### config.mk
export PLATFORM = sky130hd
export DESIGN_NAME = iso14443a_frame_decode
export DESIGN_NICKNAME = d
export VERILOG_FILES = /design/src/rtl/iso14443a_frame_decode.sv
export SDC_FILE = /design/constraint.sdc
export NUM_CORES = 1
export LEC_CHECK = 0
export CAP_MARGIN = 20
export CELL_PAD_IN_SITES_DETAIL_PLACEMENT = 0
export CELL_PAD_IN_SITES_GLOBAL_PLACEMENT = 1
export CORE_ASPECT_RATIO = 1.1
export CORE_MARGIN = 3
export CORE_UTILIZATION = 38
export DETAILED_ROUTE_END_ITERATION = 7
export GPL_TIMING_DRIVEN = 0
export PLACE_DENSITY = 0.83
export SLEW_MARGIN = 20
export SYNTH_ARGS = -nofsm -noshare
export SYNTH_HDL_FRONTEND = slang
export SYNTH_SLANG_ARGS = --single-unit
### constraint.sdc
create_clock -name clk -period 2.05 [get_ports clk]
set_input_delay 0.205 -clock clk [delete_from_list [all_inputs] [get_ports clk]]
set_output_delay 0.205 -clock clk [all_outputs]
set_load 0.03 [all_outputs]
### src/rtl/iso14443a_frame_decode.sv
// rtl/iso14443a_frame_decode.sv - ISO14443A PCD frame decoder from X/Y/Z bit sequences
//
// Purpose:
//   Turns the stream of modified-Miller bit sequences (X, Y, Z, ERROR) from the
//   sequence decoder into frame events: start/end of frame, received bytes
//   (odd parity checked) or a trailing partial byte, and error flags.
//
// Ports:
//   clk            in   system clock, rising edge
//   rst            in   synchronous active-high reset
//   sd_seq[1:0]    in   sequence code: 0=X, 1=Y, 2=Z, 3=ERROR
//   sd_seq_valid   in   single-cycle strobe qualifying sd_seq
//   soc            out  one-cycle start-of-frame pulse
//   eoc            out  one-cycle end-of-frame pulse
//   data[7:0]      out  received byte / partial byte, LSb = first bit
//   data_bits[2:0] out  valid bits in data, 0 means 8
//   data_valid     out  one-cycle pulse qualifying data/data_bits
//   sequence_error out  one-cycle pulse on an illegal sequence
//   parity_error   out  one-cycle pulse on a bad or missing parity bit

module iso14443a_frame_decode (
  input  logic       clk,
  input  logic       rst,
  input  logic [1:0] sd_seq,
  input  logic       sd_seq_valid,
  output logic       soc,
  output logic       eoc,
  output logic [7:0] data,
  output logic [2:0] data_bits,
  output logic       data_valid,
  output logic       sequence_error,
  output logic       parity_error
);

  localparam logic [1:0] SEQ_X     = 2'd0;
  localparam logic [1:0] SEQ_Y     = 2'd1;
  localparam logic [1:0] SEQ_Z     = 2'd2;
  localparam logic [1:0] SEQ_ERROR = 2'd3;

  typedef enum logic [1:0] {
    ST_IDLE = 2'd0,
    ST_RX   = 2'd1,
    ST_ERR  = 2'd2
  } state_t;

  state_t     r_state;
  // Last accepted sequence was a logic 0 (Z or Y) or the SOC.
  logic       r_prev_zero;
  logic       r_pend_valid;
  logic       r_pend_bit;
  logic       r_byte_done;
  logic [3:0] r_count;
  logic [7:0] r_shift;

  logic       r_soc;
  logic       r_eoc;
  logic [7:0] r_data;
  logic [2:0] r_data_bits;
  logic       r_data_valid;
  logic       r_sequence_error;
  logic       r_parity_error;

  logic       w_is_eoc;
  logic       w_bad_seq;
  logic       w_new_bit;
  logic       w_parity_ok;

  // Y after a logic 0 is the end-of-frame marker.
  assign w_is_eoc    = (sd_seq == SEQ_Y) && r_prev_zero;
  // A Z directly after an X cannot occur in a legal frame.
  assign w_bad_seq   = (sd_seq == SEQ_ERROR) || ((sd_seq == SEQ_Z) && !r_prev_zero);
  assign w_new_bit   = (sd_seq == SEQ_X);
  // Odd parity: data ones plus the pending parity bit must be odd.
  assign w_parity_ok = ^{r_shift, r_pend_bit};

  always_ff @(posedge clk) begin
    if (rst) begin
      r_state          <= ST_IDLE;
      r_prev_zero      <= 1'b0;
      r_pend_valid     <= 1'b0;
      r_pend_bit       <= 1'b0;
      r_byte_done      <= 1'b0;
      r_count          <= 4'd0;
      r_shift          <= 8'd0;
      r_soc            <= 1'b0;
      r_eoc            <= 1'b0;
      r_data           <= 8'd0;
      r_data_bits      <= 3'd0;
      r_data_valid     <= 1'b0;
      r_sequence_error <= 1'b0;
      r_parity_error   <= 1'b0;
    end else begin
      r_soc            <= 1'b0;
      r_eoc            <= 1'b0;
      r_data_valid     <= 1'b0;
      r_sequence_error <= 1'b0;
      r_parity_error   <= 1'b0;

      if (sd_seq_valid) begin
        case (r_state)
          ST_IDLE: begin
            if (sd_seq == SEQ_Z) begin
              r_soc        <= 1'b1;
              r_state      <= ST_RX;
              r_prev_zero  <= 1'b1;
              r_pend_valid <= 1'b0;
              r_count      <= 4'd0;
              r_shift      <= 8'd0;
              r_byte_done  <= 1'b0;
            end
          end

          ST_RX: begin
            if (w_bad_seq) begin
              r_sequence_error <= 1'b1;
              r_state          <= ST_ERR;
              r_prev_zero      <= (sd_seq == SEQ_Z);
              r_pend_valid     <= 1'b0;
            end else if (w_is_eoc) begin
              // The pending 0 is part of the EOC pattern and is dropped.
              r_eoc        <= 1'b1;
              r_state      <= ST_IDLE;
              r_pend_valid <= 1'b0;
              r_prev_zero  <= 1'b0;
              if (r_count == 4'd0) begin
                if (!r_byte_done) begin
                  r_sequence_error <= 1'b1;
                end
              end else if (r_count == 4'd8) begin
                r_parity_error <= 1'b1;
              end else begin
                r_data_valid <= 1'b1;
                r_data       <= r_shift;
                r_data_bits  <= r_count[2:0];
              end
            end else begin
              // Legal data sequence: commit the previous bit, hold the new one.
              r_prev_zero  <= (sd_seq != SEQ_X);
              r_pend_valid <= 1'b1;
              r_pend_bit   <= w_new_bit;
              if (r_pend_valid) begin
                if (r_count == 4'd8) begin
                  if (w_parity_ok) begin
                    r_data_valid <= 1'b1;
                    r_data       <= r_shift;
                    r_data_bits  <= 3'd0;
                    r_count      <= 4'd0;
                    r_shift      <= 8'd0;
                    r_byte_done  <= 1'b1;
                  end else begin
                    r_parity_error <= 1'b1;
                    r_state        <= ST_ERR;
                    r_pend_valid   <= 1'b0;
                  end
                end else begin
                  r_shift[r_count[2:0]] <= r_pend_bit;
                  r_count               <= r_count + 4'd1;
                end
              end
            end
          end

          ST_ERR: begin
            if (w_is_eoc) begin
              r_eoc       <= 1'b1;
              r_state     <= ST_IDLE;
              r_prev_zero <= 1'b0;
            end else begin
              r_prev_zero <= (sd_seq == SEQ_Y) || (sd_seq == SEQ_Z);
            end
          end

          default: begin
            r_state <= ST_IDLE;
          end
        endcase
      end
    end
  end

  assign soc            = r_soc;
  assign eoc            = r_eoc;
  assign data           = r_data;
  assign data_bits      = r_data_bits;
  assign data_valid     = r_data_valid;
  assign sequence_error = r_sequence_error;
  assign parity_error   = r_parity_error;

endmodule

==> metrics <==
wirelength, routed 4740 µm; Leak 0.890 nW; CTS Sinks 34; commonest cells after routing, fill and taps aside dfxtp_1 (33), nand2_1 (29), clkdlybuf4s50_1 (20); core footprint 4470 µm²; reg2reg start r_state[1]$_SDFFE_PP0P_; first-pass GRT wire length 7340 µm; crit path DAT 2.22 ns; yosys warns 0; Clock Latency Late Sink between 0.2 and 0.3 ns; Setup crit start sd_seq[1]; gr ovfl total 0; Final Critical Period roughly 2.0 ns; Hold WS between 0.4 and 0.5 ns; Pwr Density 587 nW/µm²; vias per cell approximately 5.6; Hold Path Origin data[5]$_SDFFE_PP0P_; CP Launch Type input port; drt wl/cell between 15 and 20 µm; n_diodes 0; num rows 25; outcome complete, no violations; DRC violations left 0; Max FO, Critical Path 10; Synthesized Nets 217; Num CTS Buffers 5; Die ar. 5730 µm²; post-cts hold buffer count 0; CP required 2.23 ns; most common cell after layout, fill and taps aside dfxtp_1; clk buf depth 2; Die Y 79.1 µm; Setup crit end kind flip-flop; Starting Density around two fifths; commonest register cell after synthesis dfxtp_1; number of flops mapped to enable cells by yosys 0; DRT Pass-1 Iters 4; All-Layer GR Usage 16.4%; fraction of registers with async set/reset 0%; Top Ports 21; synth unique cells 51; VDD IR max roughly 0.34 mV; Final nets 255; Clock Tree Root clkbuf_8; number of synthesized register bits 34; vias post-DR 1689; vias in the first global route 1520; Die Span X 72.4 µm; register area share after synthesis 36.9%; fraction of layout cells with a size suffix above 1 19.9%; worst hold path class reg -> reg; kind of critical path in -> reg; post-DP HPWL 3300 µm; RSZ-0062 raised after global routing yes; worst-margin pin slew 0.582 ns; area grow syn2layout 29.8%; final max-slew violation count 0; Final Skew 0.00353 ns; Final period util between 90 and 100%; Max-slew headroom 61.2%; pin count of the biggest net entering global routing 12; CTS tree done; I/O Buffers 20; Peak Freq 0.489 GHz; max-cap violations 0; antenna-violating nets left 0; Hold Fails Final Rpt 0; fin cells 300; Clock transition at path regs ~0.070 ns; htree depth 2; setup tns final 0 ns; DP Cell Count 281; Gate Count Post-Synth 207; Setup-failing EPs final 0; synthesized area per cell 8.91 µm²; global placement routability congestion between 0.8 and 0.9; Initial DRC Count 101; initial antenna violation count 0; mapped cell area around 1800 µm²
## worst max-delay path, stage by stage
cell and delay (ns):
clkdlybuf4s50_1 0.52, nand3b_1 0.32, buf_4 0.20, or2_2 0.32, nor3_4 0.16, nor3_2 0.07
buf_6 0.16, a32o_1 0.26
## logic make-up (layout without fill, tap and decap cells)
family	after synthesis	after routing	synth area share (%)
AOI/OAI and AO/OA	48	48	18.1
xor gates and xnor gates	7	7	5.70
adders and majority gates	5	5	3.39
buffers and inverters	16	55	4.61
DFF	34	34	36.9
muxes	12	12	6.51
and+or+nand+nor	85	85	24.8
## per-layer routing
layer / part of all wire (%) / track usage, %
met2: 50 / 29.1
met4: 1.2 / 4.24
met1: 45 / 20.3
met3: 3.3 / 3.04
met5: 0 / 0
## cell type report
| class | count | area, µm² |
|---|---|---|
| fill | 425 | 2080 |
| clock buffer | 6 | 82.6 |
| multi-input combinational | 157 | 1160 |
| tap | 54 | 67.6 |
| buffer | 9 | 68.8 |
| timing repair buffer | 31 | 283 |
| inverter | 7 | 30.0 |
| sequential | 34 | 684 |
| clock inverter | 2 | 12.5 |
## synthesized netlist by cell type, drive strengths merged, types with 3 or more instances
cell type	n	area (µm²)
dfxtp	34	681
nand2	29	109
nor2	13	48.8
mux2i	12	120
a21oi	11	55.1
nand3	9	45.0
o21ai	8	40.0
a211oi	7	52.6
buf	6	47.5
inv	6	22.5
ha	5	62.6
nor2b	5	31.3
a311oi	4	35.0
a31oi	4	25.0
nor4	4	40.0
a32o	3	30.0
and2	3	20.0
clkbuf	3	11.3
nor3	3	20.0
o2111ai	3	26.3
xnor2	3	26.3
## timing repair
| action | in CTS | in global routing |
|---|---|---|
| gates resized for setup | 15 | 15 |
| gates cloned | 0 | 1 |
| buffers inserted | 3 | 7 |
| endpoints found under the setup margin | 23 | 26 |
| pin swaps | 1 | 3 |
## sequential cells by signal, summed over array words and instances (netlist names)
register	flops
sequence_error	1
soc	1
r_pend_valid	1
data	8
r_state	2
r_byte_done	1
data_valid	1
r_prev_zero	1
r_pend_bit	1
data_bits	3
r_shift	8
r_count	4
eoc	1
parity_error	1
## report_power, final
part	internal, mW	switching (mW)
Sequential	0.668	0.0106
Clock	0.270	0.250
Combinational	0.0774	0.128
Total	1.02	0.389
## final timing paths
path | depth (start not counted) | slack (ns) | to
max | 8 | 0.003 | data_bits[1]$_SDFFE_PP0P_
min | 2 | 0.46 | data[5]$_SDFFE_PP0P_
max reg2reg | 8 | 0.02 | data_bits[1]$_SDFFE_PP0P_
min reg2reg | 2 | 0.46 | data[5]$_SDFFE_PP0P_
## per-stage QoR
step / area [µm²] / worst slack (ns) / power, mW / utilization (%)
CTS: 2290 / 0.00214 / 1.40 / 51.2
detailed placement: 2110 / -0.377 / 0.865 / 47.2
finish: 2390 / 0.00336 / 1.40 / 53.5
global placement: 2110 / -0.368 / 0.865 / 47.2
floorplan: 1840 / 0.121 / 0.811 / -
global route: 2390 / -0.0924 / 1.47 / 53.5
Note: power is estimated with default switching activity, not from simulation.
